<file path="src/rtl/wd_service_gen.sv">
// -----------------------------------------------------------------------------
// wd_service_gen
//
// Initiating side of the frame-window watchdog. Issues single-cycle WDSRVC
// pulses to the frame-window counter, but only inside a configurable service
// window and only after the application has shown liveness on HBEAT.
// Watches the counter's FW_OVR feedback and latches sticky miss and fault
// status for the supervisor.
//
// Parameters:
//   CW         width of the interval counter and window bounds (matches FWLEN)
//
// Ports:
//   FWCLK      in   1   clock, rising edge
//   WDRST      in   1   synchronous active-high reset
//   EN         in   1   service enable; 0 forces IDLE except from FAULT
//   HBEAT      in   1   application heartbeat, sampled every cycle
//   WIN_OPEN   in   CW  earliest interval count at which service is allowed
//   WIN_CLOSE  in   CW  latest interval count at which service is allowed
//   FW_OVR     in   1   overflow flag from the frame-window counter
//   WDSRVC     out  1   registered service pulse, one cycle wide
//   SRVC_CNT   out  CW  number of services issued, wraps modulo 2^CW
//   MISS       out  1   sticky: window closed without a heartbeat
//   FAULT      out  1   sticky: FW_OVR seen while active
//   STATE      out  3   current FSM state encoding
// -----------------------------------------------------------------------------
module wd_service_gen #(
    parameter int CW = 8
) (
    input  logic          FWCLK,
    input  logic          WDRST,
    input  logic          EN,
    input  logic          HBEAT,
    input  logic [CW-1:0] WIN_OPEN,
    input  logic [CW-1:0] WIN_CLOSE,
    input  logic          FW_OVR,
    output logic          WDSRVC,
    output logic [CW-1:0] SRVC_CNT,
    output logic          MISS,
    output logic          FAULT,
    output logic [2:0]    STATE
);

    typedef enum logic [2:0] {
        S_IDLE      = 3'd0,
        S_WAIT_OPEN = 3'd1,
        S_ARMED     = 3'd2,
        S_KICK      = 3'd3,
        S_MISSED    = 3'd4,
        S_FAULT     = 3'd5
    } state_t;

    state_t        state;
    logic [CW-1:0] q;        // cycles elapsed in the current interval
    logic          hb_seen;  // heartbeat observed since the last service

    // Interval counter sticks at all-ones rather than wrapping, so a stalled
    // interval can never appear to re-enter the window.
    function automatic logic [CW-1:0] sat_inc(input logic [CW-1:0] v);
        return (v == {CW{1'b1}}) ? v : v + CW'(1);
    endfunction

    assign STATE = state;

    always_ff @(posedge FWCLK) begin
        if (WDRST) begin
            state    <= S_IDLE;
            q        <= '0;
            hb_seen  <= 1'b0;
            WDSRVC   <= 1'b0;
            SRVC_CNT <= '0;
            MISS     <= 1'b0;
            FAULT    <= 1'b0;
        end else begin
            // The pulse is raised only on the edge that enters KICK, so it
            // drops automatically one cycle later.
            WDSRVC <= 1'b0;

            if (FW_OVR && (state != S_IDLE)) begin
                // Counter overflow outranks everything, including a kick that
                // would otherwise be issued on this edge.
                state   <= S_FAULT;
                FAULT   <= 1'b1;
                hb_seen <= hb_seen | HBEAT;
            end else if (!EN && (state != S_FAULT)) begin
                // Disabling drops back to IDLE; sticky status and the service
                // count are deliberately left untouched.
                state   <= S_IDLE;
                q       <= '0;
                hb_seen <= 1'b0;
            end else begin
                case (state)
                    S_IDLE: begin
                        q       <= '0;
                        hb_seen <= 1'b0;
                        if (EN) begin
                            state <= S_WAIT_OPEN;
                        end
                    end

                    S_WAIT_OPEN: begin
                        q <= sat_inc(q);
                        if (HBEAT) begin
                            hb_seen <= 1'b1;
                        end
                        if (q == WIN_OPEN) begin
                            state <= S_ARMED;
                        end
                    end

                    S_ARMED: begin
                        q <= sat_inc(q);
                        // A heartbeat wins over window close in the same cycle.
                        if (hb_seen || HBEAT) begin
                            state    <= S_KICK;
                            WDSRVC   <= 1'b1;
                            SRVC_CNT <= SRVC_CNT + CW'(1);
                            hb_seen  <= 1'b1;
                        end else if (q >= WIN_CLOSE) begin
                            state <= S_MISSED;
                            MISS  <= 1'b1;
                        end
                    end

                    S_KICK: begin
                        // Liveness must be shown afresh for every interval.
                        q       <= '0;
                        hb_seen <= 1'b0;
                        state   <= S_WAIT_OPEN;
                    end

                    S_MISSED: begin
                        // Service withheld so the frame window is left to expire.
                        if (HBEAT) begin
                            hb_seen <= 1'b1;
                        end
                    end

                    S_FAULT: begin
                        FAULT <= 1'b1;
                        if (HBEAT) begin
                            hb_seen <= 1'b1;
                        end
                    end

                    default: begin
                        state <= S_IDLE;
                        q     <= '0;
                    end
                endcase
            end
        end
    end

endmodule

</file>
<file path="config.mk">
export PLATFORM = sky130hd
export DESIGN_NAME = wd_service_gen
export DESIGN_NICKNAME = d
export VERILOG_FILES = /design/src/rtl/wd_service_gen.sv
export SDC_FILE = /design/constraint.sdc
export NUM_CORES = 1
export LEC_CHECK = 0
export CORE_ASPECT_RATIO = 2
export CORE_MARGIN = 3
export CORE_UTILIZATION = 45
export DETAILED_ROUTE_END_ITERATION = 10
export PLACE_DENSITY = 0.82
export SYNTH_ARGS = -nofsm -noshare
export SYNTH_HDL_FRONTEND = slang
export SYNTH_SLANG_ARGS = --single-unit
</file>
<file path="constraint.sdc">
create_clock -name FWCLK -period 2.3 [get_ports FWCLK]
set_input_delay 0.46 -clock FWCLK [delete_from_list [all_inputs] [get_ports FWCLK]]
set_output_delay 0.46 -clock FWCLK [all_outputs]
set_load 0.02 [all_outputs]
</file>
After elaboration in Yosys (flattened, before gate mapping)
Index checks and enable logic that the tools add are counted.
{"block": "classes", "n_lt_le_gt_ge": 1, "n_addsub": 2, "reduce_logical": 21, "n_bitwise": 6, "muxes": 19, "multipliers": 0, "eq_ne": 20, "n_shift": 0, "div_mod_pow": 0}
{"cell": "2-to-1 mux 3 bit", "n": 6}
{"cell": "adder 8 x 1 -> 8 bit, second input constant", "n": 2}
{"cell": "2-to-1 mux 8 bit", "n": 2}
{"cell": "case mux 8 bit (2 select lines)", "n": 1}
{"cell": "case mux 3 bit (5 select lines)", "n": 1}
{"cell": "inequality test 4 bit, second input constant", "n": 3}
{"cell": "AND reduction 4 bit", "n": 3}
{"cell": "inequality test 3 bit, second input constant", "n": 3}
{"cell": "equality test 8 bit", "n": 1}
{"cell": "equality test 8 bit, second input constant", "n": 1}
{"cell": "greater-or-equal comparator 8 bit", "n": 1}
{"cell": "2-to-1 mux 1 bit", "n": 8}
{"cell": "equality test 3 x 2 -> 1 bit, second input constant", "n": 2}
{"cell": "equality test 3 bit, second input constant", "n": 2}
{"cell": "inequality test 2 bit, second input constant", "n": 3}
{"cell": "AND reduction 3 bit", "n": 2}
{"cell": "OR reduction 2 bit", "n": 3}
{"cell": "OR reduction 3 bit", "n": 2}
{"cell": "inequality test 5 bit, second input constant", "n": 1}
{"cell": "NOT 1 bit", "n": 5}
{"cell": "AND reduction 5 bit", "n": 1}
{"cell": "nonzero test 5 bit", "n": 1}
{"cell": "inequality test 4 x 1 -> 1 bit, second input constant", "n": 1}
{"cell": "OR reduction 4 bit", "n": 1}
{"cell": "other kinds (12)", "n": 13}
{"block": "word_totals", "elab_cells": 77, "latchBits": 0, "mem_bits_rw": 0, "memories": 0, "ff_bits": 23, "romBits": 0, "out_inout_bits": 14}

Logic depth before layout (Yosys ltp)
Gate-level depths: netlist of run 1.
{"block": "logic_depth", "word_depth": 6, "mapped_depth": 6, "ltp_nobuf": 6}

Least setup slack after synthesis of run 1
Ideal clock, no wire load.
{"block": "synth_timing", "path_kind": "flip-flop to flip-flop", "startpoint": "reg state[1] (netlist: STATE[1])", "endpoint": "reg SRVC_CNT[5]", "required_ps": 2229, "path_stages_with_launch": 6, "path_slack_ps": 150, "arrival_time_ps": 2080, "n_path_buf": 1, "setup_ps": 71, "period_less_slack_ps": 2150, "cell_sequence": "dfxtp_1 > or3b_4 > or4_1 > buf_2 > or4_1 > a21oi_1"}
{"block": "synth_between", "elab_chain_len": 4}
{"element": "from (decl)", "line_no": "53", "rtl": "state_t state;"}
{"element": "from (signal assigned)", "line_no": "67", "rtl": "state <= S_IDLE;"}
{"element": "from (signal assigned)", "line_no": "82", "rtl": "state <= S_FAULT;"}
{"element": "from (signal assigned)", "line_no": "88", "rtl": "state <= S_IDLE;"}
{"element": "inequality test 3 bit or nonzero test 3 bit (tied branches)", "line_no": "85, 79"}
{"element": "logical AND 1 bit (on tied branches)", "line_no": "85, 79"}
{"element": "NOT 1 bit (no line)"}
{"element": "AND reduction 4 bit (no line) *"}
{"element": "to (signal assigned)", "line_no": "117", "rtl": "SRVC_CNT <= SRVC_CNT + CW'(1);"}
{"element": "to (decl)", "line_no": "38", "rtl": "output logic [CW-1:0] SRVC_CNT,"}
Every way passes the cells marked *; elsewhere a longest branch is shown, timed or not.
A chain may end at the register's enable or synchronous reset.

Final worst setup path of run 1
{"block": "layout_timing", "startpoint": "in EN", "endpoint": "reg SRVC_CNT[5]"}
{"block": "layout_between", "elab_chain_len": 4}
{"element": "from (decl)", "line_no": "32", "rtl": "input logic EN,"}
{"element": "logical NOT 1 bit", "line_no": "85", "rtl": "end else if (!EN && (state != S_FAULT)) begin"}
{"element": "logical AND 1 bit", "line_no": "85"}
{"element": "NOT 1 bit (no line)"}
{"element": "AND reduction 4 bit (no line)"}
No other way between the ends.

==> results of run 1 <==
-- path summary, 6_finish.rpt --
| check | from | to | slack, ps | cells past startpoint |
|---|---|---|---|---|
| hold / removal | FAULT | FAULT | 460 | 2 |
| setup reg to reg | STATE[1] | SRVC_CNT[5] | 260 | 4 |
| hold reg to reg | FAULT | FAULT | 460 | 2 |
| setup / recovery | EN | SRVC_CNT[5] | 210 | 5 |
-- layout make-up --
| class | instances | share of cell area, % |
|---|---|---|
| sequential | 23 | 21.9 |
| clock buffer | 4 | 2.15 |
| tap | 31 | 1.85 |
| timing repair buffer | 55 | 23.7 |
| inverter | 17 | 3.04 |
| multi-input combinational | 142 | 47.3 |
-- kinds of logic (layout without fill, tap and decap cells) --
| family | count (synthesis) | after routing | share of synthesized area [%] |
|---|---|---|---|
| flops | 23 | 23 | 29.4 |
| buf+inv | 29 | 76 | 7.04 |
| xor+xnor | 12 | 12 | 6.72 |
| mux | 3 | 3 | 1.92 |
| simple gates | 67 | 67 | 24.5 |
| fa+ha+maj | 10 | 10 | 8.00 |
| compound gates | 50 | 50 | 22.4 |
-- metrics by stage --
| stage | area [um^2] | hold slack, ps | util (%) | power, W | worst slack [ps] |
|---|---|---|---|---|---|
| global placement | 2050 | 445 | 62.9 | 0.000641 | -14.5 |
| floorplan | 1560 | 487 | - | 0.000540 | 150 |
| global route | 2100 | 499 | 64.3 | 0.000936 | 117 |
| detailed placement | 2050 | 456 | 62.9 | 0.000645 | -85.0 |
| CTS | 2100 | 466 | 64.3 | 0.000898 | 192 |
| finish | 2100 | 459 | 64.3 | 0.000901 | 206 |
-- report_power, final --
| part | switching, W | internal [W] | leakage (nW) |
|---|---|---|---|
| combinational | 0.000111 | 0.000113 | 0.555 |
| clock | 0.000138 | 0.000124 | 0.0228 |
| sequential | 0.00000736 | 0.000407 | 0.186 |
-- worst reg2reg max path, stage by stage, from the launching register on --
cell	delay (ps)
dfxtp_1	340
or3b_4	410
or4_1	560
or4_1	490
a21oi_1	160
-- routing by layer --
layer  share of wire, %  global-route usage [%]  vias up  wire length (um)
met4                4.4                    14.2        0               195
met3                3.0                    2.62       20               132
met1                 35                    21.9      807              1530
li1                   -                       -      812                 -
met5                  0                       0        -                 0
met2                 58                    42.3       54              2540
-- flip-flops by register name (all words and copies together) (netlist names) --
signal    flops
WDSRVC        1
MISS          1
SRVC_CNT      8
hb_seen       1
STATE         3
FAULT         1
q             8
-- synthesized netlist by cell type, types with 2 or more instances --
library cell / instances
o22ai_1: 4
nand2_1: 9
o211ai_1: 3
nor4_1: 6
nor2b_1: 2
nand3b_1: 3
nor2_1: 10
a21oi_1: 13
dfxtp_1: 23
nand4_1: 6
clkbuf_1: 11
inv_1: 17
o32ai_1: 2
ha_1: 10
nand3_1: 5
nor3b_1: 2
o21ai_0: 3
nor3_1: 8
xnor2_1: 11
or4_1: 5
mux2i_1: 3
o41ai_1: 3
nand2b_1: 4
o31ai_1: 6
or3b_2: 2
==> qor.txt, run 1 <==
worst slew pin tran -> 584 ps
TritonCTS clock tree -> yes
Fillers -> 295
DR DRC count -> 0
CTS sink count -> 23
Post-synth EDFFs -> 0
First DRT Iteration DRCs -> 64
largest area contributor in the netlist -> dfxtp_1
initial antenna violation count -> 0
CP arrival -> 2290 ps
Final min period -> 2090 ps
synthesis-to-layout area growth -> 34.2%
Worst IR Drop VDD -> 0.332 mV
routed via count -> 1693
cell family with most CP delay -> simple AND/OR/NAND/NOR gates
most common cell after layout, fill and taps aside -> clkdlybuf4s50_1
WL per Instance -> 16.2 um
crit end category -> flop
Routed WL -> 4.40 mm
Cell Area, Synth -> 1560 um^2
first-pass GRT wire length -> 7.20 mm
Antenna diodes -> 0
CTS max path bufs -> 2
post-synth cell types -> 48
CP max-delay cell -> or4_1
via/cell ratio -> 6.22
sequential area share after synthesis -> 29.4%
Clock Root Buffer -> clkbuf_8
Worst slew margin -> 60.7%
Yosys warnings -> 0
vias in the first global route -> 1713
Final Cycle Share -> 91.0%
total of max-cap violations -> 0
drt pass-1 iters -> 4
PwrDens -> 429 nW/um^2
post-CTS setup buffers -> 0
final setup violation count -> 0
critical path cell sequence -> clkdlybuf4s50_1 > nand2b_1 > or4_1 > or4_1 > a21oi_1
PortBufs -> 34
RSZ-0062 raised after global routing -> false
DRT antenna net count -> 0
endpoints failing hold -> 0
LEAKAGE -> 0.764 nW
ys flop type -> dfxtp_1
Resize count post-CTS -> 0
Post-Place Cells -> 268
layout cells sized above 1 -> 12.0%
largest net degree at the start of global routing -> 16
die area -> 4260 um^2
CP bufs+invs -> 1
Die H -> 89.4 um
Worst setup SP type -> primary input
Core Rows -> 29
TritonCTS Buffers -> 3
Yosys top cell area share -> 29.4%
Cell Count, Final, Fillers Out -> 272
area of the multi-input gates -> 993 um^2
worst min path class -> flop to flop
f_max -> 478 MHz
Syn Inst Count -> 194
ys async rst share -> 0%
GP Congestion -> 0.880
register bit total from synthesis -> 23
most frequent cells in the layout -> 34 x clkdlybuf4s50_1, 23 x dfxtp_1, 21 x buf_4
GRT Total Usage -> 22.9%
fin. max-slew vios -> 0
# hold bufs at CTS -> 0
critical path fanouts, max -> 5
Crit path largest cell delay -> 590 ps
IO Pins -> 35
clk_skew -> 12.4 ps
die width -> 47.7 um
DP HPWL -> 3.48 mm
Core Area -> 3270 um^2
Area contributors post-synth -> dfxtp_1 29%, ha_1 8.0%, xnor2_1 6.2%, a21oi_1 4.2%, inv_1 4.1%
worst-skew pair later-pin latency -> 270 ps
nets -> 273
register area -> 460 um^2
H-tree depth -> 1
Clock transition at path regs -> 80 ps
Remaining Overflow, GRT -> 0
crit-path most repeated cell -> or4_1
Avg Cell Area, Syn -> 8.06 um^2
Setup CP Type -> primary input to flop
Final TNS setup -> 0 ps
CP required -> 2490 ps
Synthesized Nets -> 225
status -> completed
initial core utilization -> 47.9%
No activity file was read; power rests on OpenSTA's default activity.
==> run 2: changes to the inputs <==
Settings changed: CORE_MARGIN 3 to 2.
==> run 2 against run 1 <==
Effect of this change: setup slack got worse by 33 ps; via count fell by 1.5%; global-route usage decreased by 0.89 points; register-to-register slack lost 30 ps; maximum frequency down 1.5%; first-iteration DRC count rose by 14%; largest cell class unchanged.
==> qor.txt, run 2 (synthesized netlist as in run 1, its figures left out) <==
initial antenna violation count -> 0
reg2reg path depth -> 4
Final Cycle Share -> 92.5%
endpoints failing hold -> 0
PortBufs -> 34
total of max-cap violations -> 0
die area -> 3990 um^2
Hold WS -> 458 ps
status -> completed
origin of the critical flop-to-flop path -> STATE[1]
Remaining Overflow, GRT -> 0
DP Worst Slack -> -110 ps
CP required -> 2500 ps
Routed WL -> 4.01 mm
clk_skew -> 2.38 ps
vias in the first global route -> 1576
fin. max-slew vios -> 0
Core Rows -> 30
WL per Instance -> 15.0 um
First DRT Iteration DRCs -> 73
CP max-delay cell -> or4_1
flop2flop setup slack -> 230 ps
IO Pins -> 35
power share of the sequential group -> 47.1%
Worst slew margin -> 68.1%
CP bufs+invs -> 1
Clock transition at path regs -> 80 ps
synthesis-to-layout area growth -> 31.9%
nets -> 268
CP arrival -> 2330 ps
worst-skew pair later-pin latency -> 260 ps
Worst IR Drop VDD -> 0.274 mV
Core Area -> 3340 um^2
Gate power share -> 24.4%
DR DRC count -> 0
post-CTS setup buffers -> 0
Antenna diodes -> 0
critical path fanouts, max -> 7
f_max -> 470 MHz
Setup CP Type -> primary input to flop
Clock Root Buffer -> clkbuf_8
hold path cells -> 2
CTS sink count -> 23
critical path cell sequence -> clkdlybuf4s50_1 > nand2b_1 > or4_1 > or4_1 > a21oi_1
worst reg2reg endpoint -> SRVC_CNT[5]
Min-Delay Startpoint -> FAULT
layout cells sized above 1 -> 10.2%
Worst setup SP type -> primary input
# hold bufs at CTS -> 0
RSZ-0062 raised after global routing -> false
DRT antenna net count -> 0
final setup violation count -> 0
Die H -> 87.4 um
die width -> 45.7 um
first-pass GRT wire length -> 6.56 mm
P_int -> 0.000639 W
PwrDens -> 426 nW/um^2
Final min period -> 2130 ps
drt pass-1 iters -> 4
H-tree depth -> 1
DP HPWL -> 3.22 mm
initial core utilization -> 46.8%
worst min path class -> flop to flop
GP Congestion -> 0.860
Crit path largest cell delay -> 630 ps
clock power share -> 28.5%
worst slew pin tran -> 475 ps
LEAKAGE -> 0.740 nW
most common cell after layout, fill and taps aside -> clkdlybuf4s50_1
crit end category -> flop
cell family with most CP delay -> simple AND/OR/NAND/NOR gates
TritonCTS Buffers -> 3
Resize count post-CTS -> 0
GRT Total Usage -> 22.0%
largest net degree at the start of global routing -> 16
Worst Hold Path EP -> FAULT
crit-path most repeated cell -> or4_1
via/cell ratio -> 6.22
most frequent cells in the layout -> 34 x clkdlybuf4s50_1, 23 x dfxtp_1, 17 x inv_1
routed via count -> 1667
sw power -> 0.000241 W
CTS max path bufs -> 2
final setup margin -> 173 ps
TritonCTS clock tree -> yes
Switching Share -> 27.4%
==> run 2: cell count changes in the layout (fill, tap and decap cells not counted) <==
cell / delta
buf_4: -5
==> run 2: metrics by stage <==
step           utilization, %  std cells  cell area, um^2  power (W)  setup TNS, ps
5_1_grt                  61.8        268             2060   0.000923              0
3_3_place_gp             60.4        264             2020   0.000633           -173
4_1_cts                  61.8        268             2060   0.000887              0
2_1_floorplan               -        194             1560   0.000540              0
3_5_place_dp             60.4        264             2020   0.000636           -390
6_report                 61.8        268             2060   0.000880              0
==> run 2: power by group through the flow <==
stage                     combinational, W  clock [W]  sequential (W)
after floorplan                   0.000108          0        0.000432
after CTS                         0.000214   0.000259        0.000415
after global routing              0.000232   0.000274        0.000416
final                             0.000214   0.000251        0.000414
after detailed placement          0.000212          0        0.000424
after global placement            0.000209          0        0.000424
==> run 2: layout make-up <==
class / count / area (um^2)
clock buffers: 4 / 45.0
fillers: 285 / 1280
inverters: 17 / 63.8
multi-input cells: 142 / 993
flip-flops and latches: 23 / 460
well taps: 32 / 40.0
repair buffers: 50 / 460
==> run 2: worst min-delay path, delay by kind of cell, from the launching register on <==
kind            cells  cell delay [ps]
compound gates      1               50
flops               1              310
buf+inv             1               50
==> run 2: metal layers <==
metal | global-route usage (%) | part of all wire, % | vias to the layer above
li1 | - | - | 807
met1 | 19.9 | 34 | 764
met5 | 0 | 0 | -
met2 | 41.1 | 55 | 72
met4 | 15.2 | 5.1 | 0
met3 | 2.90 | 5.0 | 24
==> run 2: worst max-delay path by stage <==
stage	start	endpoint	slack [ps]	depth (start not counted)
final	FW_OVR	SRVC_CNT[5]	170	5
after CTS	FW_OVR	SRVC_CNT[6]	170	5
after floorplan	STATE[1]	SRVC_CNT[5]	150	5
after global placement	FW_OVR	SRVC_CNT[7]	-60	5
after detailed placement	FW_OVR	SRVC_CNT[6]	-110	5
after global routing	FW_OVR	SRVC_CNT[6]	90	5
